$ cat config.mk
export PLATFORM = sky130hd
export DESIGN_NAME = ext_ram_sequencer_flat
export DESIGN_NICKNAME = d
export VERILOG_FILES = /design/src/rtl/mem_bus_pkg.sv /design/src/rtl/ext_ram_sequencer_if.sv /design/src/rtl/ext_ram_sequencer_cycle_timer.sv /design/src/rtl/ext_ram_sequencer.sv /design/src/flat_wrapper.sv
export SDC_FILE = /design/constraint.sdc
export NUM_CORES = 1
export LEC_CHECK = 0
export CAP_MARGIN = 25
export CORE_MARGIN = 4
export CORE_UTILIZATION = 42
export CTS_CLUSTER_DIAMETER = 150
export CTS_CLUSTER_SIZE = 16
export DETAILED_ROUTE_END_ITERATION = 8
export PLACE_DENSITY = 0.79
export SLEW_MARGIN = 20
export SYNTH_ARGS = -nofsm -noshare
export SYNTH_HDL_FRONTEND = slang
export SYNTH_SLANG_ARGS = --single-unit
$ cat constraint.sdc
create_clock -name clock -period 2.25 [get_ports clock]
set_clock_uncertainty 0.15 [all_clocks]
set_input_delay 0.675 -clock clock [delete_from_list [all_inputs] [get_ports clock]]
set_output_delay 0.675 -clock clock [all_outputs]
set_load 0.05 [all_outputs]
$ cat src/rtl/mem_bus_pkg.sv
// Shared definitions for the external RAM sequencer: state encodings,
// default access timing and a small helper for sizing the cycle timer.
package mem_bus_pkg;

    localparam logic [2:0] ST_IDLE     = 3'd0;
    localparam logic [2:0] ST_RD       = 3'd1;
    localparam logic [2:0] ST_WR_SETUP = 3'd2;
    localparam logic [2:0] ST_WR_PULSE = 3'd3;
    localparam logic [2:0] ST_WR_HOLD  = 3'd4;
    localparam logic [2:0] ST_DONE     = 3'd5;

    typedef enum logic [2:0] {
        S_IDLE     = ST_IDLE,
        S_RD       = ST_RD,
        S_WR_SETUP = ST_WR_SETUP,
        S_WR_PULSE = ST_WR_PULSE,
        S_WR_HOLD  = ST_WR_HOLD,
        S_DONE     = ST_DONE
    } seq_state_t;

    localparam int RD_CYCLES_DEF = 2;
    localparam int WE_CYCLES_DEF = 2;

    function automatic int max_int(input int a, input int b);
        return (a > b) ? a : b;
    endfunction

endpackage

$ cat src/rtl/ext_ram_sequencer_if.sv
// CPU/decoder side and SRAM pin side of the external RAM sequencer.
// slave = the sequencer, master = the surrounding bus/SRAM environment.
interface ext_ram_sequencer_if #(
    parameter int ADR_W = 16
);
    logic             ram_cs;
    logic             memread;
    logic             memwrite;
    logic [ADR_W-1:0] address;
    logic [7:0]       cpu_dout;
    logic [7:0]       ram_dout;
    logic             wait_n;
    logic             acc_done;
    logic             protocol_err;
    logic [ADR_W-1:0] sram_adr;
    logic             sram_ce_n;
    logic             sram_oe_n;
    logic             sram_we_n;
    logic [7:0]       sram_dq_o;
    logic             sram_dq_oe;
    logic [7:0]       sram_dq_i;

    modport slave (
        input  ram_cs, memread, memwrite, address, cpu_dout, sram_dq_i,
        output ram_dout, wait_n, acc_done, protocol_err, sram_adr,
               sram_ce_n, sram_oe_n, sram_we_n, sram_dq_o, sram_dq_oe
    );

    modport master (
        output ram_cs, memread, memwrite, address, cpu_dout, sram_dq_i,
        input  ram_dout, wait_n, acc_done, protocol_err, sram_adr,
               sram_ce_n, sram_oe_n, sram_we_n, sram_dq_o, sram_dq_oe
    );
endinterface

$ cat src/rtl/ext_ram_sequencer_cycle_timer.sv
// Loadable down-counter shared by the read strobe window and the WE pulse.
// zero is decoded from the count register, so it is valid the clock after a load.
module cycle_timer #(
    parameter int CNT_W = 2
) (
    input  logic             clock,
    input  logic             reset,
    input  logic             load,
    input  logic [CNT_W-1:0] load_val,
    input  logic             en,
    output logic             zero
);
    logic [CNT_W-1:0] count_q;

    // Load has priority; counting stops at zero so the counter never wraps.
    always_ff @(posedge clock) begin
        if (reset) begin
            count_q <= '0;
        end else if (load) begin
            count_q <= load_val;
        end else if (en && (count_q != '0)) begin
            count_q <= count_q - 1'b1;
        end
    end

    assign zero = (count_q == '0);
endmodule

$ cat src/rtl/ext_ram_sequencer.sv
// Turns one Z80 memory cycle (qualified by ram_cs) into one timed async-SRAM
// access, stretching the CPU with wait_n until the access is finished.
//
// state    | meaning
// IDLE     | waiting for ram_cs with a single strobe
// RD       | CE+OE low, counting read access time
// WR_SETUP | CE low, address/data driven, WE still high
// WR_PULSE | WE low for WE_CYCLES clocks
// WR_HOLD  | WE released, data held one more clock
// DONE     | access finished, waiting for ram_cs to drop
module ext_ram_sequencer
    import mem_bus_pkg::*;
#(
    parameter int ADR_W     = 16,
    parameter int RD_CYCLES = RD_CYCLES_DEF,
    parameter int WE_CYCLES = WE_CYCLES_DEF
) (
    input  logic                clock,
    input  logic                reset,
    ext_ram_sequencer_if.slave  bus
);
    localparam int CNT_W = $clog2(max_int(RD_CYCLES, WE_CYCLES)) + 1;

    seq_state_t       state_q, state_nxt;
    logic             ce_n_q, ce_n_nxt;
    logic             oe_n_q, oe_n_nxt;
    logic             we_n_q, we_n_nxt;
    logic             dq_oe_q, dq_oe_nxt;
    logic             wait_n_q, wait_n_nxt;
    logic             acc_done_q, acc_done_nxt;
    logic             perr_q, perr_nxt;
    logic [7:0]       dout_q, dout_nxt;
    logic [ADR_W-1:0] adr_q, adr_nxt;
    logic [7:0]       dq_o_q, dq_o_nxt;

    logic             tmr_load;
    logic [CNT_W-1:0] tmr_val;
    logic             tmr_en;
    logic             tmr_zero;

    cycle_timer #(.CNT_W(CNT_W)) u_timer (
        .clock    (clock),
        .reset    (reset),
        .load     (tmr_load),
        .load_val (tmr_val),
        .en       (tmr_en),
        .zero     (tmr_zero)
    );

    // Next-state and next-output decode; every output is registered below.
    always_comb begin
        state_nxt    = state_q;
        ce_n_nxt     = ce_n_q;
        oe_n_nxt     = oe_n_q;
        we_n_nxt     = we_n_q;
        dq_oe_nxt    = dq_oe_q;
        wait_n_nxt   = wait_n_q;
        acc_done_nxt = 1'b0;
        perr_nxt     = perr_q;
        dout_nxt     = dout_q;
        adr_nxt      = adr_q;
        dq_o_nxt     = dq_o_q;
        tmr_load     = 1'b0;
        tmr_val      = '0;
        tmr_en       = 1'b0;

        case (state_q)
            S_IDLE: begin
                if (bus.ram_cs) begin
                    if (bus.memread && bus.memwrite) begin
                        perr_nxt = 1'b1;
                    end else if (bus.memread) begin
                        state_nxt  = S_RD;
                        adr_nxt    = bus.address;
                        ce_n_nxt   = 1'b0;
                        oe_n_nxt   = 1'b0;
                        wait_n_nxt = 1'b0;
                        tmr_load   = 1'b1;
                        tmr_val    = CNT_W'(RD_CYCLES - 1);
                    end else if (bus.memwrite) begin
                        state_nxt  = S_WR_SETUP;
                        adr_nxt    = bus.address;
                        dq_o_nxt   = bus.cpu_dout;
                        ce_n_nxt   = 1'b0;
                        dq_oe_nxt  = 1'b1;
                        wait_n_nxt = 1'b0;
                    end
                end
            end
            S_RD: begin
                // A dropped ram_cs abandons the read without touching ram_dout.
                if (!bus.ram_cs) begin
                    state_nxt  = S_IDLE;
                    ce_n_nxt   = 1'b1;
                    oe_n_nxt   = 1'b1;
                    wait_n_nxt = 1'b1;
                end else if (tmr_zero) begin
                    state_nxt    = S_DONE;
                    dout_nxt     = bus.sram_dq_i;
                    ce_n_nxt     = 1'b1;
                    oe_n_nxt     = 1'b1;
                    wait_n_nxt   = 1'b1;
                    acc_done_nxt = 1'b1;
                end else begin
                    tmr_en = 1'b1;
                end
            end
            S_WR_SETUP: begin
                state_nxt = S_WR_PULSE;
                we_n_nxt  = 1'b0;
                tmr_load  = 1'b1;
                tmr_val   = CNT_W'(WE_CYCLES - 1);
            end
            S_WR_PULSE: begin
                if (tmr_zero) begin
                    state_nxt = S_WR_HOLD;
                    we_n_nxt  = 1'b1;
                end else begin
                    tmr_en = 1'b1;
                end
            end
            S_WR_HOLD: begin
                state_nxt    = S_DONE;
                ce_n_nxt     = 1'b1;
                dq_oe_nxt    = 1'b0;
                wait_n_nxt   = 1'b1;
                acc_done_nxt = 1'b1;
            end
            S_DONE: begin
                if (!bus.ram_cs) begin
                    state_nxt = S_IDLE;
                end
            end
            default: begin
                state_nxt  = S_IDLE;
                ce_n_nxt   = 1'b1;
                oe_n_nxt   = 1'b1;
                we_n_nxt   = 1'b1;
                dq_oe_nxt  = 1'b0;
                wait_n_nxt = 1'b1;
            end
        endcase
    end

    // State and output registers; reset releases all strobes immediately.
    always_ff @(posedge clock) begin
        if (reset) begin
            state_q    <= S_IDLE;
            ce_n_q     <= 1'b1;
            oe_n_q     <= 1'b1;
            we_n_q     <= 1'b1;
            dq_oe_q    <= 1'b0;
            wait_n_q   <= 1'b1;
            acc_done_q <= 1'b0;
            perr_q     <= 1'b0;
            dout_q     <= 8'h00;
            adr_q      <= '0;
            dq_o_q     <= 8'h00;
        end else begin
            state_q    <= state_nxt;
            ce_n_q     <= ce_n_nxt;
            oe_n_q     <= oe_n_nxt;
            we_n_q     <= we_n_nxt;
            dq_oe_q    <= dq_oe_nxt;
            wait_n_q   <= wait_n_nxt;
            acc_done_q <= acc_done_nxt;
            perr_q     <= perr_nxt;
            dout_q     <= dout_nxt;
            adr_q      <= adr_nxt;
            dq_o_q     <= dq_o_nxt;
        end
    end

    assign bus.ram_dout     = dout_q;
    assign bus.wait_n       = wait_n_q;
    assign bus.acc_done     = acc_done_q;
    assign bus.protocol_err = perr_q;
    assign bus.sram_adr     = adr_q;
    assign bus.sram_ce_n    = ce_n_q;
    assign bus.sram_oe_n    = oe_n_q;
    assign bus.sram_we_n    = we_n_q;
    assign bus.sram_dq_o    = dq_o_q;
    assign bus.sram_dq_oe   = dq_oe_q;
endmodule

$ cat src/flat_wrapper.sv
// flat-port wrapper written by rule: the top's interface ports become plain ports
module ext_ram_sequencer_flat import mem_bus_pkg::*;
#(
    parameter int ADR_W     = 16,
    parameter int RD_CYCLES = RD_CYCLES_DEF,
    parameter int WE_CYCLES = WE_CYCLES_DEF
)
  (clock, reset, bus_ram_cs, bus_memread, bus_memwrite, bus_address, bus_cpu_dout, bus_sram_dq_i, bus_ram_dout, bus_wait_n, bus_acc_done, bus_protocol_err, bus_sram_adr, bus_sram_ce_n, bus_sram_oe_n, bus_sram_we_n, bus_sram_dq_o, bus_sram_dq_oe);
  ext_ram_sequencer_if #(.ADR_W(ADR_W)) bus_i ();
  input  logic clock;
  input  logic reset;
  input wire logic [$bits(bus_i.ram_cs)-1:0] bus_ram_cs;
  input wire logic [$bits(bus_i.memread)-1:0] bus_memread;
  input wire logic [$bits(bus_i.memwrite)-1:0] bus_memwrite;
  input wire logic [$bits(bus_i.address)-1:0] bus_address;
  input wire logic [$bits(bus_i.cpu_dout)-1:0] bus_cpu_dout;
  input wire logic [$bits(bus_i.sram_dq_i)-1:0] bus_sram_dq_i;
  output wire logic [$bits(bus_i.ram_dout)-1:0] bus_ram_dout;
  output wire logic [$bits(bus_i.wait_n)-1:0] bus_wait_n;
  output wire logic [$bits(bus_i.acc_done)-1:0] bus_acc_done;
  output wire logic [$bits(bus_i.protocol_err)-1:0] bus_protocol_err;
  output wire logic [$bits(bus_i.sram_adr)-1:0] bus_sram_adr;
  output wire logic [$bits(bus_i.sram_ce_n)-1:0] bus_sram_ce_n;
  output wire logic [$bits(bus_i.sram_oe_n)-1:0] bus_sram_oe_n;
  output wire logic [$bits(bus_i.sram_we_n)-1:0] bus_sram_we_n;
  output wire logic [$bits(bus_i.sram_dq_o)-1:0] bus_sram_dq_o;
  output wire logic [$bits(bus_i.sram_dq_oe)-1:0] bus_sram_dq_oe;
  assign bus_i.ram_cs = bus_ram_cs;
  assign bus_i.memread = bus_memread;
  assign bus_i.memwrite = bus_memwrite;
  assign bus_i.address = bus_address;
  assign bus_i.cpu_dout = bus_cpu_dout;
  assign bus_i.sram_dq_i = bus_sram_dq_i;
  assign bus_ram_dout = bus_i.ram_dout;
  assign bus_wait_n = bus_i.wait_n;
  assign bus_acc_done = bus_i.acc_done;
  assign bus_protocol_err = bus_i.protocol_err;
  assign bus_sram_adr = bus_i.sram_adr;
  assign bus_sram_ce_n = bus_i.sram_ce_n;
  assign bus_sram_oe_n = bus_i.sram_oe_n;
  assign bus_sram_we_n = bus_i.sram_we_n;
  assign bus_sram_dq_o = bus_i.sram_dq_o;
  assign bus_sram_dq_oe = bus_i.sram_dq_oe;
  ext_ram_sequencer #(.ADR_W(ADR_W), .RD_CYCLES(RD_CYCLES), .WE_CYCLES(WE_CYCLES)) u_core (.clock(clock), .reset(reset), .bus(bus_i));
endmodule
Word-level counts from Yosys, hierarchy flattened
Index checks and enable logic that the tools add are counted.
{"block": "word_totals", "word_cells": 96, "reg_bits": 43}
{"block": "op_classes", "n_eq_ne": 14, "reduce_logical": 20, "addsub": 1, "n_bitwise": 6, "muxes": 44}
{"operator": "$mux 16", "n": 2}
{"operator": "$mux 3", "n": 8}
{"operator": "$mux 1", "n": 21}
{"operator": "$reduce_and 5->1", "n": 4}
{"operator": "$pmux 3 s6", "n": 1}
{"operator": "$ne 2x2->1 const B", "n": 6}
{"operator": "$reduce_or 4->1", "n": 3}
{"operator": "$pmux 1 s3", "n": 3}
{"operator": "$mux 2", "n": 4}
{"operator": "$pmux 1 s2", "n": 4}
{"operator": "$eq 3x2->1 const B", "n": 2}
{"operator": "$eq 3x3->1 const B", "n": 2}
{"operator": "$not 1->1", "n": 6}
{"operator": "$reduce_and 3->1", "n": 2}
{"operator": "$reduce_and 6->1", "n": 1}
{"operator": "$reduce_bool 2->1", "n": 3}
{"operator": "$pmux 2 s2", "n": 1}
{"operator": "$reduce_and 4->1", "n": 1}
{"operator": "$eq 3x1->1 const B", "n": 1}
{"operator": "$logic_not 3->1", "n": 1}
{"operator": "$ne 3x2->1 const B", "n": 1}
{"operator": "$ne 3x3->1 const B", "n": 1}
{"operator": "$reduce_or 3->1", "n": 1}
{"operator": "$logic_and 1x1->1", "n": 2}
{"operator": "4 further kinds", "n": 4}

Longest topological paths before layout
Gate-level depths: netlist of run 1.
{"block": "depth", "ltp_word": 7, "depth_mapped": 7, "depth_no_buf": 6}

Modules after synthesis
From an unflattened synthesis of run 1, not the netlist that was laid out.
{"block": "unflattened", "cells_unflattened": 232, "hier_area_um2": 1938.1}
{"module": "ext_ram_sequencer", "instances": 1, "cells_each": 218, "area_per_inst_um2": 1811.7}
{"module": "cycle_timer", "instances": 1, "cells_each": 14, "area_per_inst_um2": 126.4}

Worst setup path after synthesis of run 1
No wires, ideal clock.
{"block": "synth_path", "kind": "input to register", "startpoint": "input port bus_memwrite", "endpoint": "register u_core.state_q[1]", "required_time_ps": 1997, "slack_ps": 145, "stages": 6, "setup_ps": 103, "t_arrival_ps": 1852, "cell_sequence": "inv_1 > ha_1 > or3b_1 > mux2i_1 > a21oi_1 > a2111oi_2"}
{"block": "synth_via", "elab_chain_cells": 3, "elab_cells_between_ends": 4}
{"element": "from (decl)", "line": "flat_wrapper.sv:14", "rtl": "input wire logic [$bits(bus_i.memwrite)-1:0] bus_memwrite;"}
{"element": "$logic_and 1x1->1", "line": "ext_ram_sequencer.sv:70", "rtl": "if (bus.memread && bus.memwrite) begin"}
{"element": "$ne 2x2->1 (no line)"}
{"element": "$reduce_and 6->1 (no line) *"}
{"element": "to (signal assigned)", "line": "ext_ram_sequencer.sv:160", "rtl": "state_q <= state_nxt;"}
{"element": "to (decl)", "line": "ext_ram_sequencer.sv:24", "rtl": "seq_state_t state_q, state_nxt;"}
Mark *: on every way between the ends. The rest lies on a longest branch, timed or not.
A chain may end at the register's enable or synchronous reset.

Final worst setup path of run 1
{"block": "layout_path", "startpoint": "input port bus_ram_cs", "endpoint": "register u_core.adr_q[7], in the netlist u_core.bus.sram_adr[7]"}
{"block": "layout_via", "elab_chain_cells": 1}
{"element": "from (decl)", "line": "flat_wrapper.sv:12", "rtl": "input wire logic [$bits(bus_i.ram_cs)-1:0] bus_ram_cs;"}
{"element": "$reduce_and 4->1 (no line)"}
{"element": "to (signal assigned)", "line": "ext_ram_sequencer.sv:169", "rtl": "adr_q <= adr_nxt;"}
{"element": "to (decl)", "line": "ext_ram_sequencer.sv:33", "rtl": "logic [ADR_W-1:0] adr_q, adr_nxt;"}
Every way passes these cells.

==> results of run 1 <==
-- flip-flops by register name, indices dropped and copies added, names as in the netlist --
name and flops:
u_core.bus.sram_we_n 1, u_core.bus.sram_adr 16, u_core.bus.protocol_err 1, u_core.bus.sram_dq_oe 1
u_core.u_timer.count_q 2, u_core.bus.sram_dq_o 8, u_core.state_q 3, u_core.bus.sram_oe_n 1
u_core.bus.acc_done 1, u_core.bus.ram_dout 8, u_core.bus.sram_ce_n 1
-- final timing paths --
check	endpoint	slack, ns	cells past startpoint
max	u_core.bus.sram_adr[7]	0.12	8
min	u_core.bus.sram_dq_o[5]	0.31	2
max reg2reg	u_core.state_q[0]	0.42	4
min reg2reg	u_core.bus.sram_dq_o[5]	0.31	2
-- worst register-to-register path: stages (launching register included) --
cell	delay (ns)
dfxtp_1	0.72
nand2b_1	0.19
and3b_1	0.20
a221o_1	0.25
a221oi_1	0.22
-- layout make-up --
| type | count | area [sq um] | share of cell area (%) |
|---|---|---|---|
| clock buffers | 7 | 76.3 | 2.79 |
| clock inverters | 1 | 5.00 | 0.183 |
| inverters | 6 | 22.5 | 0.824 |
| multi-input cells | 146 | 858 | 31.4 |
| flip-flops and latches | 43 | 861 | 31.5 |
| well taps | 50 | 62.6 | 2.29 |
| repair buffers | 98 | 848 | 31.0 |
-- logic make-up after synthesis --
group / Yosys count / share of synthesized area [%]
adders and majority gates: 5 / 3.47
xor gates and xnor gates: 1 / 0.487
AOI/OAI and AO/OA: 44 / 15.1
buffers and inverters: 21 / 5.14
and+or+nand+nor: 86 / 22.4
DFF: 43 / 47.8
muxes: 10 / 5.56
-- timing repair --
item                                    in CTS  in global routing
resized for setup                            2                  2
endpoints found under the setup margin       4                  4
pin swaps                                    3                  0
-- routing by layer --
| layer | share of wire (%) | global-route usage, % | wire length (microns) | vias up |
|---|---|---|---|---|
| met5 | 0 | 0 | 0 | - |
| met4 | 0.84 | 5.43 | 38 | 0 |
| met3 | 6.2 | 6.84 | 280 | 2 |
| met2 | 51 | 29.7 | 2310 | 45 |
| met1 | 42 | 19.1 | 1900 | 796 |
| li1 | - | - | - | 890 |
-- metrics by stage --
stage / setup TNS (ns) / cell area (sq um) / total power, mW / util [%]
CTS: 0 / 2720 / 1.95 / 66.6
detailed placement: -8.80 / 2640 / 1.50 / 64.7
global route: 0 / 2730 / 2.04 / 66.9
finish: 0 / 2730 / 1.94 / 66.9
floorplan: 0 / 1800 / 1.26 / -
global placement: -6.96 / 2640 / 1.49 / 64.7
-- power breakdown --
group          switching, mW  leakage, nW  internal (mW)  total (mW)
sequential            0.0572        0.350          0.818       0.875
clock                  0.234       0.0422          0.218       0.452
combinational          0.346        0.826          0.262       0.609
-- layout by cell type (no fill, tap or decap), types with 2 or more instances in the layout --
cell / synthesis / final
and3b_1: 3 / 3
ha_1: 5 / 5
a2111oi_0: 2 / 2
nand2_1: 46 / 46
mux2i_1: 10 / 10
a211oi_1: 3 / 3
a21oi_1: 28 / 28
nor2_1: 14 / 14
clkbuf_1: 7 / 2
inv_1: 6 / 6
a31oi_1: 2 / 2
nand3_1: 8 / 8
dfxtp_1: 43 / 43
buf_4: 2 / 60
clkbuf_8: 0 / 5
clkdlybuf4s50_1: 0 / 34
o21ai_0: 2 / 2
buf_12: 0 / 2
dlygate4sd2_1: 0 / 2
nand2b_1: 4 / 4
nor3_1: 2 / 2
==> results.md, run 1 <==
- Core Area: 4090 sq um
- Unrepaired setup endpoints after global routing: false
- Synthesis Warnings: 0
- CTS tree: done
- Ant diodes: 0
- Final nets: 342
- Total setup buffers inserted after CTS: 0
- Synthesized instance count: 210
- Die area: 5400 sq um
- Fill cells: 351
- Worst slew pin tran: 0.627 ns
- Row count: 23
- Syn avg cell area: 8.57 sq um
- Pwr/cell area: 708 nW/um^2
- Worst r2r src: u_core.state_q[1]
- DR vias/cell: 4.94
- First-pass GRT wire length: 7.18 mm
- Gpl congestion: 0.789
- CTS buffer count: 5
- Gr usage total: 17.2%
- Critical path class: in -> reg
- Worst Setup SP: bus_ram_cs
- Critical Path Max Stage Delay: 0.47 ns
- Fmax: 0.470 GHz
- Netlist cell types: 35
- DR WL/cell: 12.9 microns
- # clock sinks: 43
- VDD IR max: 0.442 mV
- Placed insts: 343
- Pre-CTS setup slack: -0.512 ns
- Clock Latency Late Sink: 0.28 ns
- Input/output buffers: 75
- Most used cell along the critical path: buf_4
- Final cell count without fillers: 351
- Initial antenna violation count: 0
- Slew Viols, Final: 0
- Final Critical Period: 2.13 ns
- I/O pin cnt: 76
- Yosys top cell area share: 47.8%
- Register area share after synthesis: 47.8%
- Antenna-violating nets left: 0
- HP Class: reg -> reg
- Leak: 1.22 nW
- WP buf/inv: 4
- Status: finished clean
- Synth cell count leaders: 46 x nand2_1, 43 x dfxtp_1, 28 x a21oi_1
- Hold path start: u_core.bus.sram_dq_o[5]
- Worst-path clk slew: 0.08 ns
- Iter 0 DRT Violations: 152
- Synth Register Bits: 43
- CP Capture Type: register
- Initial Util: 44.1%
- CP max FO: 16
- Die Wd: 73.5 microns
- Most frequent cell after synthesis: nand2_1
- Top cells by area, synth: dfxtp_1 48%, nand2_1 9.6%, a21oi_1 7.8%
- Mapped cell area: 1800 sq um
- Startpoint types: primary input
- Post-synth top flop: dfxtp_1
- Placed wire-length estimate: 3.45 mm
- Cell Chain, Critical Path: clkdlybuf4s50_1 > buf_4 > nor4b_4 > buf_4 > and2_1 > buf_12 > nand2_1 > a21oi_1
- Syn_nets: 252
- Hold_ws: 0.306 ns
- Critical Path RT: 2.31 ns
- Vias in the first global route: 1609
- Area Growth Syn to Fin: 51.8%
- Max-cap violation count: 0
- Final wirelength: 4.53 mm
- EDFF count, synth: 0
- Final hold violations: 0
- GRT Residual Overflow: 0
- Fraction of layout instances using a drive strength above 1: 24.6%
- Period utilisation layout: 94.6%
- Final worst slack: 0.122 ns
- Clock H-tree levels: 2
- Slowest CP cell: clkdlybuf4s50_1
- Final setup vio count: 0
- Drt drc: 0
- Clock root buffer master: clkbuf_8
- Worst-case clock buffer depth: 2
- Post-synth ARST share: 0%
- CP arrival: 2.19 ns
- Cell family with most CP delay: buffers and inverters
- Largest net degree at the start of global routing: 19
- CTS Hold Bufs: 0
- Pre-Repair DR Iteration Count: 4
- Cell taking the most area after synthesis: dfxtp_1
- Relative slew slack: 58.2%
- Chip Height: 73.5 microns
- Vias: 1733
No activity file was read; power rests on OpenSTA's default activity.
==> run 2: changes to the inputs <==
Settings changed: CORE_ASPECT_RATIO set to 2.
==> results.md, run 2 (synthesized netlist as in run 1, its figures left out) <==
- CTS tree: done
- Antenna-violating nets left: 0 (unchanged)
- Slowest CP cell: or3b_1
- Final worst slack: 0.152 ns (+0.0304 ns)
- RR Endpoint: u_core.state_q[0]
- Pwr/cell area: 761 nW/um^2 (+7.5%)
- Fill cells: 363 (+3.4%)
- Most frequent cells in the layout: 57 x buf_4, 45 x nand2_1, 43 x dfxtp_1
- Period utilisation layout: 93.2% (-1.4 points)
- HP Class: reg -> reg
- Vias in the first global route: 1682 (+4.5%)
- Fin util: 67.0% (+0.068 points)
- GR Util met1: 18.4% (-0.67 points)
- Combinational fraction of design power: 30.2% (-1.2 points)
- I/O pin cnt: 76 (unchanged)
- Placed wire-length estimate: 3.73 mm (+7.9%)
- Critical Path RT: 2.29 ns (-0.02 ns)
- Final cell count without fillers: 351 (unchanged)
- Core Area: 4130 sq um (+1.0%)
- Hold path start: u_core.bus.sram_adr[3]
- Final wirelength: 4.73 mm (+4.5%)
- Relative slew slack: 58.9% (+0.73 points)
- Part of the power in registers: 40.7% (-4.5 points)
- Input/output buffers: 75 (unchanged)
- Final setup vio count: 0 (unchanged)
- # clock sinks: 43 (unchanged)
- DR WL/cell: 13.5 microns (+4.5%)
- Gpl congestion: 0.696 (-12%)
- Row count: 33 (+43%)
- Critical Path Stages: 7 (-1)
- FF-to-FF setup slack: 0.46 ns (+0.04 ns)
- Hold_ws: 0.306 ns (-0.0000570 ns)
- Initial Util: 43.6% (-0.45 points)
- Worst r2r src: u_core.u_timer.count_q[0]
- Switching part of the total power: 31.3% (-1.6 points)
- Most used routing layer in global routing: met2
- Die Wd: 54.3 microns (-26%)
- Internal: 1.45 mW (+11%)
- Net Sw Power: 659 uW (+3.4%)
- Max-cap violation count: 0 (unchanged)
- Pre-Repair DR Iteration Count: 4 (unchanged)
- Clock Latency Late Sink: 0.29 ns (about the same)
- Drt drc: 0 (unchanged)
- Placed insts: 343 (unchanged)
- Critical path class: in -> reg
- CP arrival: 2.14 ns (-0.05 ns)
- Final hold violations: 0 (unchanged)
- Critical Path Max Stage Delay: 0.39 ns (-0.08 ns)
- Commonest non-fill, non-tap cell in the layout: buf_4
- Number of flip-flops in the largest register: 16 (unchanged)
- Status: finished clean
- CTS buffer count: 5 (unchanged)
- Slew Viols, Final: 0 (unchanged)
- Final nets: 340 (-0.58%)
- Post-route cell area: 2770 sq um (+1.1%)
- Fmax: 0.477 GHz (+1.4%)
- Worst Hold Endpoint: u_core.bus.sram_adr[3]
- Worst-case clock buffer depth: 2 (unchanged)
- Die area: 5460 sq um (+1.2%)
- Final Critical Period: 2.10 ns (-0.0304 ns)
- CP Capture Type: register
- Leak: 1.24 nW (+1.4%)
- Met2 Use GR: 35.9% (+6.2 points)
- Initial antenna violation count: 0 (unchanged)
- Cell family with most CP delay: compound AO/OA/AOI/OAI gates
- Pre-CTS setup slack: -0.409 ns (+0.103 ns)
- Largest net degree at the start of global routing: 35 (+16)
- Vias: 1727 (-0.35%)
- Worst-path clk slew: 0.08 ns (about the same)
- Met3 usage: 4.44% (-2.4 points)
- VDD IR max: 0.663 mV (+50%)
- Iter 0 DRT Violations: 14 (-91%)
- Unrepaired setup endpoints after global routing: false
- Clock root buffer master: clkbuf_8
- CP max FO: 3 (-13)
- Ant diodes: 0 (unchanged)
- GRT Residual Overflow: 0 (unchanged)
- Chip Height: 101 microns (+37%)
- Hold Crit Depth: 2 (unchanged)
- Clock H-tree levels: 2 (unchanged)
- Gr usage total: 19.0% (+1.9 points)
- Worst r2r path cells: 6 (+2)
- Startpoint types: primary input
- Placed inst area: 2640 sq um (unchanged)
- Worst slew pin tran: 0.616 ns (-0.0109 ns)
- Area Growth Syn to Fin: 53.6%
- First-pass GRT wire length: 7.70 mm (+7.3%)
- Clk pwr share: 29.1% (+5.7 points)
- Cell Chain, Critical Path: dlygate4sd2_1 > inv_1 > ha_1 > or3b_1 > mux2i_1 > a21oi_1 > a2111oi_2
- WP buf/inv: 2 (-2)
- DR vias/cell: 4.92 (-0.35%)
- Fraction of layout instances using a drive strength above 1: 24.7% (+0.16 points)
- Total setup buffers inserted after CTS: 0 (unchanged)
run 2: repair_timing:
action	in CTS	in global routing
pin swaps	1	0
gates resized for setup	4	1
hold buffers	0	0
endpoints found under the setup margin	10	31
run 2: how the worst max path moves through the flow:
stage                             from                endpoint  slack (ns)
after floorplan           bus_memwrite       u_core.state_q[1]        0.14
after global placement    bus_memwrite       u_core.state_q[1]       -0.39
after detailed placement   bus_memread       u_core.state_q[1]       -0.41
after CTS                   bus_ram_cs  u_core.bus.sram_adr[0]        0.03
after global routing      bus_memwrite       u_core.state_q[1]       0.007
final                      bus_memread       u_core.state_q[1]        0.15
run 2: through the flow:
step,TNS [ns],total power [mW]
after floorplan,0,1.26
after global placement,-9.45,1.51
after detailed placement,-10.39,1.52
after CTS,0,2.13
after global routing,0,2.21
final,0,2.11
run 2: worst reg2reg max path: cells and delay by family (launching register included):
| kind | cells | cell delay [ns] |
|---|---|---|
| buf+inv | 1 | 0.07 |
| flops | 1 | 0.31 |
| compound gates | 2 | 0.49 |
| simple gates | 2 | 0.39 |
| fa+ha+maj | 1 | 0.28 |
run 2: layout make-up:
cell class,count,area [sq um],area share (%)
timing repair buffer,96,848,30.7
clock inverter,2,35.0,1.27
tap,52,65.1,2.35
inverter,6,22.5,0.814
multi-input combinational,146,851,30.8
sequential,43,861,31.1
clock buffer,6,82.6,2.99
run 2: layer usage:
layer  up-vias  wire length [microns]  part of all wire [%]
met3         7                    204                   4.3
met4         0                     81                   1.7
met2        42                   2730                    58
met1       795                   1710                    36
met5         -                      0                     0
li1        883                      -                     -
run 2: power groups by stage:
stage	registers, mW	clock network (mW)	logic (mW)
after floorplan	1.02	0	0.231
after global placement	0.874	0	0.635
after detailed placement	0.876	0	0.640
after CTS	0.858	0.630	0.644
after global routing	0.866	0.663	0.682
final	0.858	0.612	0.635
